File: config.mk
export PLATFORM = sky130hd
export DESIGN_NAME = axi4_master_ctrl_flat
export DESIGN_NICKNAME = d
export VERILOG_FILES = /design/src/rtl/axi4_master_ctrl_if.sv /design/src/rtl/axi4_master_ctrl.sv /design/src/flat_wrapper.sv
export SDC_FILE = /design/constraint.sdc
export NUM_CORES = 1
export LEC_CHECK = 0
export CAP_MARGIN = 20
export CORE_MARGIN = 2
export CORE_UTILIZATION = 37
export DETAILED_ROUTE_END_ITERATION = 16
export GPL_ROUTABILITY_DRIVEN = 0
export PLACE_DENSITY = 0.77
export SLEW_MARGIN = 10
export SYNTH_ARGS = -nofsm -noshare
export SYNTH_HDL_FRONTEND = slang
export SYNTH_SLANG_ARGS = --single-unit
File: constraint.sdc
create_clock -name clk -period 2.28 [get_ports clk]
set_clock_uncertainty 0.2 [all_clocks]
set_input_delay 0.57 -clock clk [delete_from_list [all_inputs] [get_ports clk]]
set_output_delay 0.57 -clock clk [all_outputs]
set_load 0.005 [all_outputs]
File: src/rtl/axi4_master_ctrl_if.sv
// rtl/axi4_master_ctrl_if.sv - command, stream and AXI4 bus bundle for axi4_master_ctrl
interface axi4_master_ctrl_if #(
    parameter int DATA_WIDTH = 32,
    parameter int ADDR_WIDTH = 16
);
    logic                    cmd_valid;
    logic                    cmd_ready;
    logic                    cmd_write;
    logic [ADDR_WIDTH-1:0]   cmd_addr;
    logic [7:0]              cmd_len;

    logic [DATA_WIDTH-1:0]   wr_data;
    logic                    wr_valid;
    logic                    wr_ready;

    logic [DATA_WIDTH-1:0]   rd_data;
    logic                    rd_valid;
    logic                    rd_last;
    logic                    rd_ready;

    logic                    done;
    logic [1:0]              resp;

    logic [ADDR_WIDTH-1:0]   AWADDR;
    logic [7:0]              AWLEN;
    logic [2:0]              AWSIZE;
    logic [1:0]              AWBURST;
    logic                    AWVALID;
    logic                    AWREADY;

    logic [DATA_WIDTH-1:0]   WDATA;
    logic [DATA_WIDTH/8-1:0] WSTRB;
    logic                    WLAST;
    logic                    WVALID;
    logic                    WREADY;

    logic [1:0]              BRESP;
    logic                    BVALID;
    logic                    BREADY;

    logic [ADDR_WIDTH-1:0]   ARADDR;
    logic [7:0]              ARLEN;
    logic [2:0]              ARSIZE;
    logic [1:0]              ARBURST;
    logic                    ARVALID;
    logic                    ARREADY;

    logic [DATA_WIDTH-1:0]   RDATA;
    logic [1:0]              RRESP;
    logic                    RLAST;
    logic                    RVALID;
    logic                    RREADY;

    modport master (
        input  cmd_valid, cmd_write, cmd_addr, cmd_len,
        output cmd_ready,
        input  wr_data, wr_valid,
        output wr_ready,
        output rd_data, rd_valid, rd_last,
        input  rd_ready,
        output done, resp,
        output AWADDR, AWLEN, AWSIZE, AWBURST, AWVALID,
        input  AWREADY,
        output WDATA, WSTRB, WLAST, WVALID,
        input  WREADY,
        input  BRESP, BVALID,
        output BREADY,
        output ARADDR, ARLEN, ARSIZE, ARBURST, ARVALID,
        input  ARREADY,
        input  RDATA, RRESP, RLAST, RVALID,
        output RREADY
    );

    modport slave (
        output cmd_valid, cmd_write, cmd_addr, cmd_len,
        input  cmd_ready,
        output wr_data, wr_valid,
        input  wr_ready,
        input  rd_data, rd_valid, rd_last,
        output rd_ready,
        input  done, resp,
        input  AWADDR, AWLEN, AWSIZE, AWBURST, AWVALID,
        output AWREADY,
        input  WDATA, WSTRB, WLAST, WVALID,
        output WREADY,
        output BRESP, BVALID,
        input  BREADY,
        input  ARADDR, ARLEN, ARSIZE, ARBURST, ARVALID,
        output ARREADY,
        output RDATA, RRESP, RLAST, RVALID,
        input  RREADY
    );
endinterface

File: src/rtl/axi4_master_ctrl.sv
// rtl/axi4_master_ctrl.sv - single-outstanding AXI4 burst master driven by a command port
// Write/read data streams pass straight through to the W/R channels while their data state is active.
module axi4_master_ctrl #(
    parameter int DATA_WIDTH = 32,
    parameter int ADDR_WIDTH = 16
) (
    input  logic            clk,
    input  logic            ARESETn,
    axi4_master_ctrl_if.master bus
);
    localparam int BYTES = DATA_WIDTH / 8;
    localparam int SIZE  = $clog2(BYTES);
    localparam logic [ADDR_WIDTH-1:0] ALIGN_MASK = ~ADDR_WIDTH'(BYTES - 1);

    typedef enum logic [2:0] {
        IDLE, WR_ADDR, WR_DATA, WR_RESP, RD_ADDR, RD_DATA, ERR
    } state_t;

    state_t                r_state;
    logic                  r_cmd_ready;
    logic                  r_done;
    logic [1:0]            r_resp;
    logic [7:0]            r_len;
    logic [7:0]            r_beat;
    logic [ADDR_WIDTH-1:0] r_awaddr;
    logic [7:0]            r_awlen;
    logic                  r_awvalid;
    logic [ADDR_WIDTH-1:0] r_araddr;
    logic [7:0]            r_arlen;
    logic                  r_arvalid;
    logic [2:0]            r_axsize;
    logic [1:0]            r_axburst;

    logic        w_cmd_fire;
    logic [31:0] w_burst_end;
    logic        w_cross_4k;
    logic        w_in_wdata;
    logic        w_in_rdata;
    logic        w_w_fire;
    logic        w_r_fire;
    logic [1:0]  w_rresp_worst;

    assign w_cmd_fire  = bus.cmd_valid && r_cmd_ready;
    assign w_burst_end = 32'(bus.cmd_addr[11:0]) + (32'(bus.cmd_len) + 32'd1) * 32'(BYTES);
    assign w_cross_4k  = w_burst_end > 32'd4096;

    assign w_in_wdata = (r_state == WR_DATA);
    assign w_in_rdata = (r_state == RD_DATA);

    assign bus.WVALID   = w_in_wdata && bus.wr_valid;
    assign bus.wr_ready = w_in_wdata && bus.WREADY;
    assign bus.WDATA    = w_in_wdata ? bus.wr_data : '0;
    assign bus.WSTRB    = w_in_wdata ? '1 : '0;
    assign bus.WLAST    = w_in_wdata && (r_beat == r_len);
    assign w_w_fire     = bus.WVALID && bus.WREADY;

    assign bus.BREADY   = (r_state == WR_RESP);

    assign bus.rd_valid = w_in_rdata && bus.RVALID;
    assign bus.RREADY   = w_in_rdata && bus.rd_ready;
    assign bus.rd_data  = w_in_rdata ? bus.RDATA : '0;
    assign bus.rd_last  = w_in_rdata && bus.RLAST;
    assign w_r_fire     = bus.rd_valid && bus.RREADY;

    assign w_rresp_worst = (bus.RRESP > r_resp) ? bus.RRESP : r_resp;

    assign bus.cmd_ready = r_cmd_ready;
    assign bus.done      = r_done;
    assign bus.resp      = r_resp;
    assign bus.AWADDR    = r_awaddr;
    assign bus.AWLEN     = r_awlen;
    assign bus.AWSIZE    = r_axsize;
    assign bus.AWBURST   = r_axburst;
    assign bus.AWVALID   = r_awvalid;
    assign bus.ARADDR    = r_araddr;
    assign bus.ARLEN     = r_arlen;
    assign bus.ARSIZE    = r_axsize;
    assign bus.ARBURST   = r_axburst;
    assign bus.ARVALID   = r_arvalid;

    // cmd_ready is held low for the done cycle so the next command lands one cycle later
    always_ff @(posedge clk or negedge ARESETn) begin
        if (!ARESETn) begin
            r_state     <= IDLE;
            r_cmd_ready <= 1'b0;
            r_done      <= 1'b0;
            r_resp      <= 2'b00;
            r_len       <= 8'd0;
            r_beat      <= 8'd0;
            r_awaddr    <= '0;
            r_awlen     <= 8'd0;
            r_awvalid   <= 1'b0;
            r_araddr    <= '0;
            r_arlen     <= 8'd0;
            r_arvalid   <= 1'b0;
            r_axsize    <= 3'd0;
            r_axburst   <= 2'b00;
        end else begin
            r_done      <= 1'b0;
            r_cmd_ready <= 1'b0;
            case (r_state)
                IDLE: begin
                    if (w_cmd_fire) begin
                        r_len  <= bus.cmd_len;
                        r_beat <= 8'd0;
                        r_resp <= 2'b00;
                        if (w_cross_4k) begin
                            r_state <= ERR;
                        end else if (bus.cmd_write) begin
                            r_state   <= WR_ADDR;
                            r_awaddr  <= bus.cmd_addr & ALIGN_MASK;
                            r_awlen   <= bus.cmd_len;
                            r_awvalid <= 1'b1;
                            r_axsize  <= 3'(SIZE);
                            r_axburst <= 2'b01;
                        end else begin
                            r_state   <= RD_ADDR;
                            r_araddr  <= bus.cmd_addr & ALIGN_MASK;
                            r_arlen   <= bus.cmd_len;
                            r_arvalid <= 1'b1;
                            r_axsize  <= 3'(SIZE);
                            r_axburst <= 2'b01;
                        end
                    end else begin
                        r_cmd_ready <= 1'b1;
                    end
                end
                WR_ADDR: begin
                    if (bus.AWREADY) begin
                        r_awvalid <= 1'b0;
                        r_state   <= WR_DATA;
                    end
                end
                WR_DATA: begin
                    if (w_w_fire) begin
                        r_beat <= r_beat + 8'd1;
                        if (r_beat == r_len) r_state <= WR_RESP;
                    end
                end
                WR_RESP: begin
                    if (bus.BVALID) begin
                        r_resp  <= bus.BRESP;
                        r_done  <= 1'b1;
                        r_state <= IDLE;
                    end
                end
                RD_ADDR: begin
                    if (bus.ARREADY) begin
                        r_arvalid <= 1'b0;
                        r_state   <= RD_DATA;
                    end
                end
                RD_DATA: begin
                    if (w_r_fire) begin
                        r_beat <= r_beat + 8'd1;
                        r_resp <= w_rresp_worst;
                        if (bus.RLAST) begin
                            r_done  <= 1'b1;
                            r_state <= IDLE;
                            // a premature RLAST means the slave truncated the burst
                            if (r_beat != r_len) r_resp <= 2'b10;
                        end
                    end
                end
                ERR: begin
                    r_resp  <= 2'b10;
                    r_done  <= 1'b1;
                    r_state <= IDLE;
                end
                default: r_state <= IDLE;
            endcase
        end
    end
endmodule
File: src/flat_wrapper.sv
// flat-port wrapper written by rule: the top's interface ports become plain ports
module axi4_master_ctrl_flat 
#(
    parameter int DATA_WIDTH = 32,
    parameter int ADDR_WIDTH = 16
)
  (clk, ARESETn, bus_cmd_valid, bus_cmd_write, bus_cmd_addr, bus_cmd_len, bus_cmd_ready, bus_wr_data, bus_wr_valid, bus_wr_ready, bus_rd_data, bus_rd_valid, bus_rd_last, bus_rd_ready, bus_done, bus_resp, bus_AWADDR, bus_AWLEN, bus_AWSIZE, bus_AWBURST, bus_AWVALID, bus_AWREADY, bus_WDATA, bus_WSTRB, bus_WLAST, bus_WVALID, bus_WREADY, bus_BRESP, bus_BVALID, bus_BREADY, bus_ARADDR, bus_ARLEN, bus_ARSIZE, bus_ARBURST, bus_ARVALID, bus_ARREADY, bus_RDATA, bus_RRESP, bus_RLAST, bus_RVALID, bus_RREADY);
  axi4_master_ctrl_if #(.DATA_WIDTH(DATA_WIDTH), .ADDR_WIDTH(ADDR_WIDTH)) bus_i ();
  input  logic clk;
  input  logic ARESETn;
  input wire logic [$bits(bus_i.cmd_valid)-1:0] bus_cmd_valid;
  input wire logic [$bits(bus_i.cmd_write)-1:0] bus_cmd_write;
  input wire logic [$bits(bus_i.cmd_addr)-1:0] bus_cmd_addr;
  input wire logic [$bits(bus_i.cmd_len)-1:0] bus_cmd_len;
  output wire logic [$bits(bus_i.cmd_ready)-1:0] bus_cmd_ready;
  input wire logic [$bits(bus_i.wr_data)-1:0] bus_wr_data;
  input wire logic [$bits(bus_i.wr_valid)-1:0] bus_wr_valid;
  output wire logic [$bits(bus_i.wr_ready)-1:0] bus_wr_ready;
  output wire logic [$bits(bus_i.rd_data)-1:0] bus_rd_data;
  output wire logic [$bits(bus_i.rd_valid)-1:0] bus_rd_valid;
  output wire logic [$bits(bus_i.rd_last)-1:0] bus_rd_last;
  input wire logic [$bits(bus_i.rd_ready)-1:0] bus_rd_ready;
  output wire logic [$bits(bus_i.done)-1:0] bus_done;
  output wire logic [$bits(bus_i.resp)-1:0] bus_resp;
  output wire logic [$bits(bus_i.AWADDR)-1:0] bus_AWADDR;
  output wire logic [$bits(bus_i.AWLEN)-1:0] bus_AWLEN;
  output wire logic [$bits(bus_i.AWSIZE)-1:0] bus_AWSIZE;
  output wire logic [$bits(bus_i.AWBURST)-1:0] bus_AWBURST;
  output wire logic [$bits(bus_i.AWVALID)-1:0] bus_AWVALID;
  input wire logic [$bits(bus_i.AWREADY)-1:0] bus_AWREADY;
  output wire logic [$bits(bus_i.WDATA)-1:0] bus_WDATA;
  output wire logic [$bits(bus_i.WSTRB)-1:0] bus_WSTRB;
  output wire logic [$bits(bus_i.WLAST)-1:0] bus_WLAST;
  output wire logic [$bits(bus_i.WVALID)-1:0] bus_WVALID;
  input wire logic [$bits(bus_i.WREADY)-1:0] bus_WREADY;
  input wire logic [$bits(bus_i.BRESP)-1:0] bus_BRESP;
  input wire logic [$bits(bus_i.BVALID)-1:0] bus_BVALID;
  output wire logic [$bits(bus_i.BREADY)-1:0] bus_BREADY;
  output wire logic [$bits(bus_i.ARADDR)-1:0] bus_ARADDR;
  output wire logic [$bits(bus_i.ARLEN)-1:0] bus_ARLEN;
  output wire logic [$bits(bus_i.ARSIZE)-1:0] bus_ARSIZE;
  output wire logic [$bits(bus_i.ARBURST)-1:0] bus_ARBURST;
  output wire logic [$bits(bus_i.ARVALID)-1:0] bus_ARVALID;
  input wire logic [$bits(bus_i.ARREADY)-1:0] bus_ARREADY;
  input wire logic [$bits(bus_i.RDATA)-1:0] bus_RDATA;
  input wire logic [$bits(bus_i.RRESP)-1:0] bus_RRESP;
  input wire logic [$bits(bus_i.RLAST)-1:0] bus_RLAST;
  input wire logic [$bits(bus_i.RVALID)-1:0] bus_RVALID;
  output wire logic [$bits(bus_i.RREADY)-1:0] bus_RREADY;
  assign bus_i.cmd_valid = bus_cmd_valid;
  assign bus_i.cmd_write = bus_cmd_write;
  assign bus_i.cmd_addr = bus_cmd_addr;
  assign bus_i.cmd_len = bus_cmd_len;
  assign bus_cmd_ready = bus_i.cmd_ready;
  assign bus_i.wr_data = bus_wr_data;
  assign bus_i.wr_valid = bus_wr_valid;
  assign bus_wr_ready = bus_i.wr_ready;
  assign bus_rd_data = bus_i.rd_data;
  assign bus_rd_valid = bus_i.rd_valid;
  assign bus_rd_last = bus_i.rd_last;
  assign bus_i.rd_ready = bus_rd_ready;
  assign bus_done = bus_i.done;
  assign bus_resp = bus_i.resp;
  assign bus_AWADDR = bus_i.AWADDR;
  assign bus_AWLEN = bus_i.AWLEN;
  assign bus_AWSIZE = bus_i.AWSIZE;
  assign bus_AWBURST = bus_i.AWBURST;
  assign bus_AWVALID = bus_i.AWVALID;
  assign bus_i.AWREADY = bus_AWREADY;
  assign bus_WDATA = bus_i.WDATA;
  assign bus_WSTRB = bus_i.WSTRB;
  assign bus_WLAST = bus_i.WLAST;
  assign bus_WVALID = bus_i.WVALID;
  assign bus_i.WREADY = bus_WREADY;
  assign bus_i.BRESP = bus_BRESP;
  assign bus_i.BVALID = bus_BVALID;
  assign bus_BREADY = bus_i.BREADY;
  assign bus_ARADDR = bus_i.ARADDR;
  assign bus_ARLEN = bus_i.ARLEN;
  assign bus_ARSIZE = bus_i.ARSIZE;
  assign bus_ARBURST = bus_i.ARBURST;
  assign bus_ARVALID = bus_i.ARVALID;
  assign bus_i.ARREADY = bus_ARREADY;
  assign bus_i.RDATA = bus_RDATA;
  assign bus_i.RRESP = bus_RRESP;
  assign bus_i.RLAST = bus_RLAST;
  assign bus_i.RVALID = bus_RVALID;
  assign bus_RREADY = bus_i.RREADY;
  axi4_master_ctrl #(.DATA_WIDTH(DATA_WIDTH), .ADDR_WIDTH(ADDR_WIDTH)) u_core (.clk(clk), .ARESETn(ARESETn), .bus(bus_i));
endmodule
Yosys cells after proc, flatten, opt, wreduce, memory -nomap -nowiden
Cells that the tools add are included.
{"block": "word_totals", "ff_bits": 70, "wordCells": 103}
{"block": "op_classes", "eq_ne": 19, "n_bitwise": 2, "muxes": 41, "n_lt_le_gt_ge": 2, "reduce_logical": 23, "add_sub_neg": 3}
{"operator": "$mux 32", "n": 2}
{"operator": "$add 12x32->32", "n": 1}
{"operator": "$gt 32x13->1 const B", "n": 1}
{"operator": "$mux 3", "n": 10}
{"operator": "$mux 8", "n": 3}
{"operator": "$pmux 8 s3", "n": 1}
{"operator": "$ne 2x2->1 const B", "n": 10}
{"operator": "$pmux 3 s6", "n": 1}
{"operator": "$reduce_and 4->1", "n": 4}
{"operator": "$mux 1", "n": 13}
{"operator": "$mux 2", "n": 6}
{"operator": "$reduce_and 5->1", "n": 2}
{"operator": "$add 8x1->9 const B", "n": 1}
{"operator": "$eq 3x3->1 const B", "n": 3}
{"operator": "$logic_and 1x1->1", "n": 9}
{"operator": "$add 8x1->8 const B", "n": 1}
{"operator": "$eq 8x8->1", "n": 1}
{"operator": "$ne 8x8->1", "n": 1}
{"operator": "$pmux 2 s4", "n": 1}
{"operator": "$reduce_and 8->1", "n": 1}
{"operator": "$eq 3x2->1 const B", "n": 2}
{"operator": "$mux 4", "n": 1}
{"operator": "$pmux 1 s2", "n": 2}
{"operator": "$reduce_bool 2->1", "n": 2}
{"operator": "other kinds (10)", "n": 11}

Depth between registers and ports, before layout
Gate-level depths: netlist of the first run.
{"block": "depth", "word_depth": 6, "mapped_depth": 15}

Worst setup path before layout of the first run
Ideal clock, no wire load.
{"block": "synth_path", "kind": "input -> register", "start": "input bus_cmd_len[2]", "end": "register u_core.r_araddr[13], in the netlist u_core.bus.ARADDR[13]", "path_slack_ns": -1.138, "required_time_ns": 1.952, "setup_ns": 0.128, "path_buffers": 4, "arrival_time_ns": 3.090, "stages": 15, "cell_sequence": "clkbuf_1 nand3_1 or2_2 xnor2_1 ha_1 o21a_1 o21ai_0 a31oi_1 nor2_1 nor2b_1 clkbuf_1 and2_4 buf_6 buf_6 o211ai_2"}
{"block": "synth_via", "elab_chain_len": 5}
{"item": "from (decl)", "line_no": "flat_wrapper.sv:14", "source": "input wire logic [$bits(bus_i.cmd_len)-1:0] bus_cmd_len;"}
{"item": "$add 8x1->9", "line_no": "axi4_master_ctrl.sv:44", "source": "assign w_burst_end = 32'(bus.cmd_addr[11:0]) + (32'(bus.cmd_len) + 32'd1) * 32'(BYTES);"}
{"item": "$add 12x32->32", "line_no": "axi4_master_ctrl.sv:44"}
{"item": "$gt 32x13->1", "line_no": "axi4_master_ctrl.sv:45", "source": "assign w_cross_4k = w_burst_end > 32'd4096;"}
{"item": "$not 1->1 (no source line)"}
{"item": "$reduce_and 4->1 (no source line)"}
{"item": "to (signal assigned)", "line_no": "axi4_master_ctrl.sv:118", "source": "r_araddr <= bus.cmd_addr & ALIGN_MASK;"}
{"item": "to (decl)", "line_no": "axi4_master_ctrl.sv:28", "source": "logic [ADDR_WIDTH-1:0] r_araddr;"}
Every way passes these cells.
A chain may end at the register's enable or synchronous reset.

Worst setup path after layout of the first run
{"block": "layout_path", "start": "input bus_cmd_len[1]", "end": "register u_core.r_awaddr[6], in the netlist u_core.bus.AWADDR[6]"}
{"block": "layout_via", "elab_chain_len": 5}
{"item": "$add 8x1->9", "line_no": "axi4_master_ctrl.sv:44"}
{"item": "$add 12x32->32", "line_no": "axi4_master_ctrl.sv:44"}
{"item": "$gt 32x13->1", "line_no": "axi4_master_ctrl.sv:45"}
{"item": "$not 1->1 (no source line)"}
{"item": "$reduce_and 4->1 (no source line)"}
{"item": "to (signal assigned)", "line_no": "axi4_master_ctrl.sv:111", "source": "r_awaddr <= bus.cmd_addr & ALIGN_MASK;"}
{"item": "to (decl)", "line_no": "axi4_master_ctrl.sv:25", "source": "logic [ADDR_WIDTH-1:0] r_awaddr;"}
Every way passes these cells.

==> results of run 1 <==
-- registers in the layout, indices dropped and copies added (netlist names) --
signal,flops
u_core.bus.ARADDR,14
u_core.bus.ARLEN,8
u_core.bus.ARSIZE,1
u_core.bus.ARVALID,1
u_core.bus.AWADDR,14
u_core.bus.AWLEN,8
u_core.bus.AWVALID,1
u_core.bus.cmd_ready,1
u_core.bus.done,1
u_core.bus.resp,2
u_core.r_beat,8
u_core.r_len,8
u_core.r_state,3
-- worst max-delay path: stages --
cell,delay (ns)
buf_8,0.11
ha_4,0.17
buf_6,0.12
xor2_2,0.13
ha_1,0.30
a21o_1,0.17
nand4_1,0.22
a21bo_1,0.29
a2111oi_4,0.39
o2111ai_4,0.25
and2_4,0.27
buf_12,0.16
o211ai_2,0.15
-- path summary, 6_finish.rpt --
| check | start | to | slack, ns | depth (start not counted) |
|---|---|---|---|---|
| max | bus_cmd_len[1] | u_core.bus.AWADDR[6]$_DFFE_PN0P_ | -0.99 | 13 |
| min | u_core.bus.AWADDR[3]$_DFFE_PN0P_ | u_core.bus.AWADDR[3]$_DFFE_PN0P_ | 0.32 | 2 |
| max reg2reg | u_core.r_state[1]$_DFFE_PN0P_ | u_core.r_state[1]$_DFFE_PN0P_ | -0.28 | 10 |
| min reg2reg | u_core.bus.AWADDR[3]$_DFFE_PN0P_ | u_core.bus.AWADDR[3]$_DFFE_PN0P_ | 0.32 | 2 |
| max in group asynchronous | ARESETn | u_core.r_state[2]$_DFFE_PN0P_ | 0.78 | 3 |
| min in group asynchronous | ARESETn | u_core.bus.ARADDR[13]$_DFFE_PN0P_ | 0.53 | 2 |
-- area by class of cell --
cell class / count / area (um2)
Inverter: 9 / 33.8
Multi-Input combinational cell: 442 / 3360
Fill cell: 831 / 3440
Tap cell: 176 / 220
Sequential cell: 70 / 1750
Timing Repair Buffer: 395 / 4030
Clock buffer: 11 / 243
Clock inverter: 4 / 47.5
Antenna cell: 2 / 5.00
-- power groups by stage --
| stage | logic (mW) | registers, mW | clock network, mW |
|---|---|---|---|
| after detailed placement | 4.34 | 2.29 | 0 |
| after floorplan | 1.90 | 2.25 | 0 |
| after global placement | 4.16 | 2.27 | 0 |
| after global routing | 6.38 | 2.39 | 1.45 |
| final | 6.04 | 2.33 | 1.38 |
| after CTS | 5.48 | 2.30 | 1.40 |
-- layer usage --
| layer | vias to the layer above | track usage [%] | share of wire, % |
|---|---|---|---|
| li1 | 2691 | - | - |
| met1 | 3002 | 33.5 | 34 |
| met2 | 382 | 53.5 | 51 |
| met5 | - | 0 | 0 |
| met3 | 116 | 8.51 | 8.7 |
| met4 | 0 | 14.9 | 6.2 |
-- repair_timing --
item	CTS	global route
endpoints found under the hold margin	1	0
setup endpoints to repair	132	138
cloned	14	0
pin swaps	47	55
hold buffers	1	0
gates resized for setup	444	144
setup buffers	47	25
-- cells by family after synthesis --
kind of cell	Yosys count	synth area share, %
buffers and inverters	67	7.14
other	1	0.0759
XOR/XNOR	21	3.72
flip-flops	70	35.4
adder cells (fa/ha/maj)	17	4.61
AND/OR/NAND/NOR	276	27.6
AO/OA/AOI/OAI	107	19.4
multiplexers	9	2.03
-- stage by stage --
step	area (um2)	total power, mW	utilization, %	hold WS [ns]
2_1_floorplan	5030	4.14	-	0.0744
3_3_place_gp	8060	6.43	61.3	0.298
3_5_place_dp	8060	6.63	61.3	0.303
4_1_cts	9220	9.18	70.2	0.324
5_1_grt	9690	10.2	73.8	0.355
6_report	9690	9.76	73.8	0.321
-- cell usage in the layout, fill, tap and decap left out, types with 11 or more instances in the layout --
cell / netlist / routed
ha_1: 15 / 12
buf_2: 0 / 16
nor2_1: 17 / 15
buf_6: 5 / 110
dfrtp_1: 70 / 68
nand2_1: 107 / 105
o211ai_2: 37 / 37
and2_4: 1 / 33
nand3_1: 49 / 47
a21oi_1: 17 / 14
clkdlybuf4s50_1: 0 / 145
xor2_1: 13 / 11
buf_4: 17 / 91
and3_4: 0 / 31
==> results by group, run 1 <==
Synthesis
  • Leading post-synthesis cells by cell area: dfrtp_1 (35%), o211ai_2 (9.4%), nand2_1 (8.1%), and3_1 (5.2%), nand3_1 (5.0%)
  • Unique masters post-synth: 50
  • Post-synth top area cell: dfrtp_1
  • Synth top cells by count: nand2_1 (107), dfrtp_1 (70), nand3_1 (49), and3_1 (41), o211ai_2 (37)
  • Number of flops mapped to enable cells by yosys: 0
  • Async set-reset flop share out of synthesis: 100%
  • Mean Syn Cell Area: 8.70 um2
  • Post-synth top flop: dfrtp_1
  • Synth top area share: 35.4%
  • Most common cell in the synthesized netlist: nand2_1
  • Mapped cell area: 0.00494 mm2
  • Flops & latches, synth: 70
  • Ys Warns: 0
  • Gate Count Post-Synth: 568
  • Post-synthesis sequential area ratio: 35.4%

Route
  • ANT nets after route: 0
  • Drt first pass iters: 6
  • DRC: 0
  • Via count: 6191
  • Drt via density: 5.58
  • Routed wire per std cell: 21.5 um
  • WL final: 23900 um
  • Initial DRC count: 353

Pwr
  • Gate power share: 61.9%
  • Pwr dens: 1010 mW/mm2
  • Power share of the sequential group: 23.9%
  • Switching portion of total power: 36.1%
  • Worst vdd ir: 0.000648 V
  • Leakage power total: 4.39 nW
  • Cell Int Power: 6.23 mW
  • Clk pwr share: 14.2%
  • Psw: 3.53 mW

Place
  • Port bufs: 232
  • Place WS: -1.77 ns
  • Hpwl dp: 14100 um
  • Placed insts: 1024

Min path
  • Hold WC Path Type: flop to flop

Timing
  • Setup ws final: -0.992 ns
  • Fin Setup TNS: -60.35 ns
  • RSZ-0062 raised after global routing: true
  • Slew margin rel.: 64.5%
  • Fmax: 306 MHz
  • Final Cycle Share: 144%
  • Final-report max-slew violation count: 0
  • Crit path time final: 3.27 ns
  • Count of final hold-check violations: 0
  • Least-Margin Pin Slew: 0.531 ns
  • Final setup viols: 123

Clock tree
  • Worst-Skew Late Latency: 0.33 ns
  • CTS tree: built
  • Clock sink count: 70
  • Clock H-tree levels: 3
  • Clock root cell: clkbuf_16
  • CTS Buf Count: 9
  • Clock transition at path regs: 0.06 ns
  • Clk buf depth: 2

Critical path
  • Critical path type: input port to flop
  • Req. time, crit path: 2.33 ns
  • CP Launch Type: input port
  • CP max FO: 6
  • Crit. End Element: flop
  • WP data arrival: 3.32 ns

Floorplanning
  • Chip Width: 120 um
  • Initial Util: 37.6%
  • Die Span Y: 120 um
  • Core area: 0.0131 mm2
  • Die area: 0.0143 mm2
  • Num rows: 42
  • I/O pin count: 243

Global routing
  • First-pass GRT wire length: 33900 um
  • GRT Resource Usage Total: 30.4%
  • Antenna violations before repair: 1
  • GRT overflow: 0
  • Largest net degree at the start of global routing: 41
  • Number of global-route vias before repair: 6373

Finish
  • Final cell count without fillers: 1109
  • Area Growth Syn to Fin: 96.2%
  • Layout Nets: 1048
  • Share of cells above drive strength 1: 44.0%

Flow run
  • Max-Cap Viols: 0

Outcome
  • Failing checks: negative setup slack
  • Status: finished with violations
No activity file was read; power rests on OpenSTA's default activity.
==> run 2: changes to the inputs <==
Settings changed: CORE_UTILIZATION 37 to 41, PLACE_DENSITY 0.77 to 0.81.
Clock period 2.28 ns to 3.05 ns, I/O delays scaled along.
==> run 2 against run 1 <==
The flow still finishes with violations (negative setup slack). Non-clock buffer count fell by 90. Count of clock-buffer cells in the layout rose by 1. Clock power fell by 17%. Sequential power fell by 24%. Worst setup slack improved by 0.74 ns. Largest cell class is now multi-input gates.
==> results by group, run 2 (synthesis results as in run 1) <==
Floorplanning
  • Chip Width: 114 um
  • I/O pin count: 243
  • Num rows: 40
  • Core area: 0.0119 mm2
  • Die Span Y: 114 um
  • Die area: 0.0129 mm2
  • Initial Util: 41.5%

Critical path
  • CP Launch Type: input port
  • Critical path type: input port to flop
  • CP cell instances: clkdlybuf4s15_1 -> buf_4 -> xnor2_2 -> ha_1 -> a21oi_2 -> buf_4 -> nand3b_1 -> a211oi_2 -> buf_4 -> o2111ai_4 -> buf_4 -> buf_12 -> nand3_1 -> o211ai_2
  • Crit. End Element: flop
  • Most frequent CP cell: buf_4
  • CP top delay family: buffers and inverters
  • CP max FO: 29
  • WP data arrival: 3.31 ns
  • Crit path depth: 14
  • Slowest cell on crit path: clkdlybuf4s15_1
  • R2R cell count: 8
  • Req. time, crit path: 3.06 ns
  • Worst path bufs/invs: 6
  • CP peak stage delay: 0.29 ns

Timing
  • Final setup viols: 50
  • RSZ-0062 raised after global routing: true
  • Crit path time final: 3.30 ns
  • Slew margin rel.: 40.2%
  • Final Cycle Share: 108%
  • Setup ws final: -0.248 ns
  • Count of final hold-check violations: 0
  • Fin Setup TNS: -9.06 ns
  • Final-report max-slew violation count: 0
  • Least-Margin Pin Slew: 0.897 ns
  • Fmax: 303 MHz

Finish
  • Commonest non-fill, non-tap cell in the layout: clkdlybuf4s50_1
  • Area Growth Syn to Fin: 70.2%
  • Share of cells above drive strength 1: 21.5%
  • Final cell count without fillers: 990
  • # fillers: 869
  • Most frequent cells in the layout: clkdlybuf4s50_1 (219), nand2_1 (106), dfrtp_1 (69)
  • Layout Nets: 956

Route
  • Drt first pass iters: 7
  • DRC: 0
  • ANT nets after route: 0
  • Via count: 5592
  • WL final: 20000 um
  • Drt via density: 5.65
  • Initial DRC count: 392
  • Routed wire per std cell: 20.3 um

Pwr
  • Pwr dens: 718 mW/mm2
  • Power share of the sequential group: 29.4%
  • Worst vdd ir: 0.000465 V
  • Psw: 2.18 mW
  • Gate power share: 51.8%
  • Clk pwr share: 18.8%
  • Switching portion of total power: 36.0%
  • Cell Int Power: 3.87 mW
  • Leakage power total: 3.67 nW

Clock tree
  • Clock sink count: 70
  • CTS tree: built
  • Worst-Skew Late Latency: 0.34 ns
  • Clock transition at path regs: 0.06 ns
  • CTS Buf Count: 9
  • Clk buf depth: 2
  • Clock H-tree levels: 3
  • Clock root cell: clkbuf_16

Min path
  • Hold Crit Depth: 2
  • Hold WC Path Type: flop to flop

Global routing
  • Largest net degree at the start of global routing: 46
  • First-pass GRT wire length: 30100 um
  • Number of global-route vias before repair: 5599
  • GRT Resource Usage Total: 29.9%
  • Antenna violations before repair: 3
  • GRT overflow: 0

Outcome
  • Status: finished with violations
  • Failing checks: negative setup slack

Place
  • Hpwl dp: 14400 um
  • Placed insts: 960
  • Port bufs: 232

Flow run
  • Max-Cap Viols: 0
[run 2: power by group through the flow]
stage | registers, mW | clock network (mW) | logic, mW
final | 1.78 | 1.14 | 3.13
after global routing | 1.82 | 1.19 | 3.37
after CTS | 1.76 | 1.14 | 3.07
after detailed placement | 1.74 | 0 | 2.97
after global placement | 1.74 | 0 | 2.86
after floorplan | 1.68 | 0 | 1.42
[run 2: worst paths after layout]
check | from | end | slack (ns)
max reg2reg | u_core.r_state[1]$_DFFE_PN0P_ | u_core.r_state[1]$_DFFE_PN0P_ | 0.42
min in group asynchronous | ARESETn | u_core.bus.ARADDR[12]$_DFFE_PN0P_ | 0.35
max in group asynchronous | ARESETn | u_core.r_beat[3]$_DFFE_PN0P_ | 1.61
max | bus_cmd_len[5] | u_core.bus.AWADDR[9]$_DFFE_PN0P_ | -0.25
min | u_core.bus.ARVALID$_DFFE_PN0P_ | u_core.bus.ARVALID$_DFFE_PN0P_ | 0.29
min reg2reg | u_core.bus.ARVALID$_DFFE_PN0P_ | u_core.bus.ARVALID$_DFFE_PN0P_ | 0.29
[run 2: what timing repair did]
item	4_1_cts	5_1_grt
hold buffers	0	0
pin swaps	15	19
setup endpoints to repair	51	86
setup buffers	9	3
cloned	1	0
resized for setup	62	28
[run 2: layout make-up]
type | count | area, um2 | share of cell area (%)
tap | 147 | 184 | 2.19
multi-input combinational | 440 | 3110 | 36.9
timing repair buffer | 305 | 3010 | 35.8
clock inverter | 4 | 70.1 | 0.833
clock buffer | 12 | 246 | 2.93
inverter | 9 | 33.8 | 0.402
antenna | 3 | 7.51 | 0.0892
sequential | 70 | 1750 | 20.8
[run 2: layer usage]
layer  vias up  GRT usage, %  share of wire [%]
li1       2488             -                  -
met1      2727          35.3                 37
met2       316          51.5                 51
met3        61          6.96                8.4
met4         0          14.2                3.7
met5         -             0                  0
[run 2: worst reg2reg max path, stage by stage, from the launching register on]
cell and delay, ns:
dfrtp_1 0.39, buf_4 0.25, a2111oi_0 0.64, a21oi_1 0.15, o21ai_1 0.17, a211o_1 0.22, nor3_1 0.11, a22oi_1 0.24
a22oi_2 0.14
[run 2: stage by stage]
step	setup WS (ns)	cell area [um2]	utilization (%)	hold slack (ns)	power, mW
finish	-0.248	8410	70.6	0.294	6.04
global route	-0.317	8410	70.6	0.347	6.38
CTS	-0.270	8320	69.8	0.307	5.97
detailed placement	-1.06	7740	65.0	0.292	4.72
global placement	-0.985	7740	65.0	0.285	4.60
floorplan	-0.330	5030	-	0.267	3.10
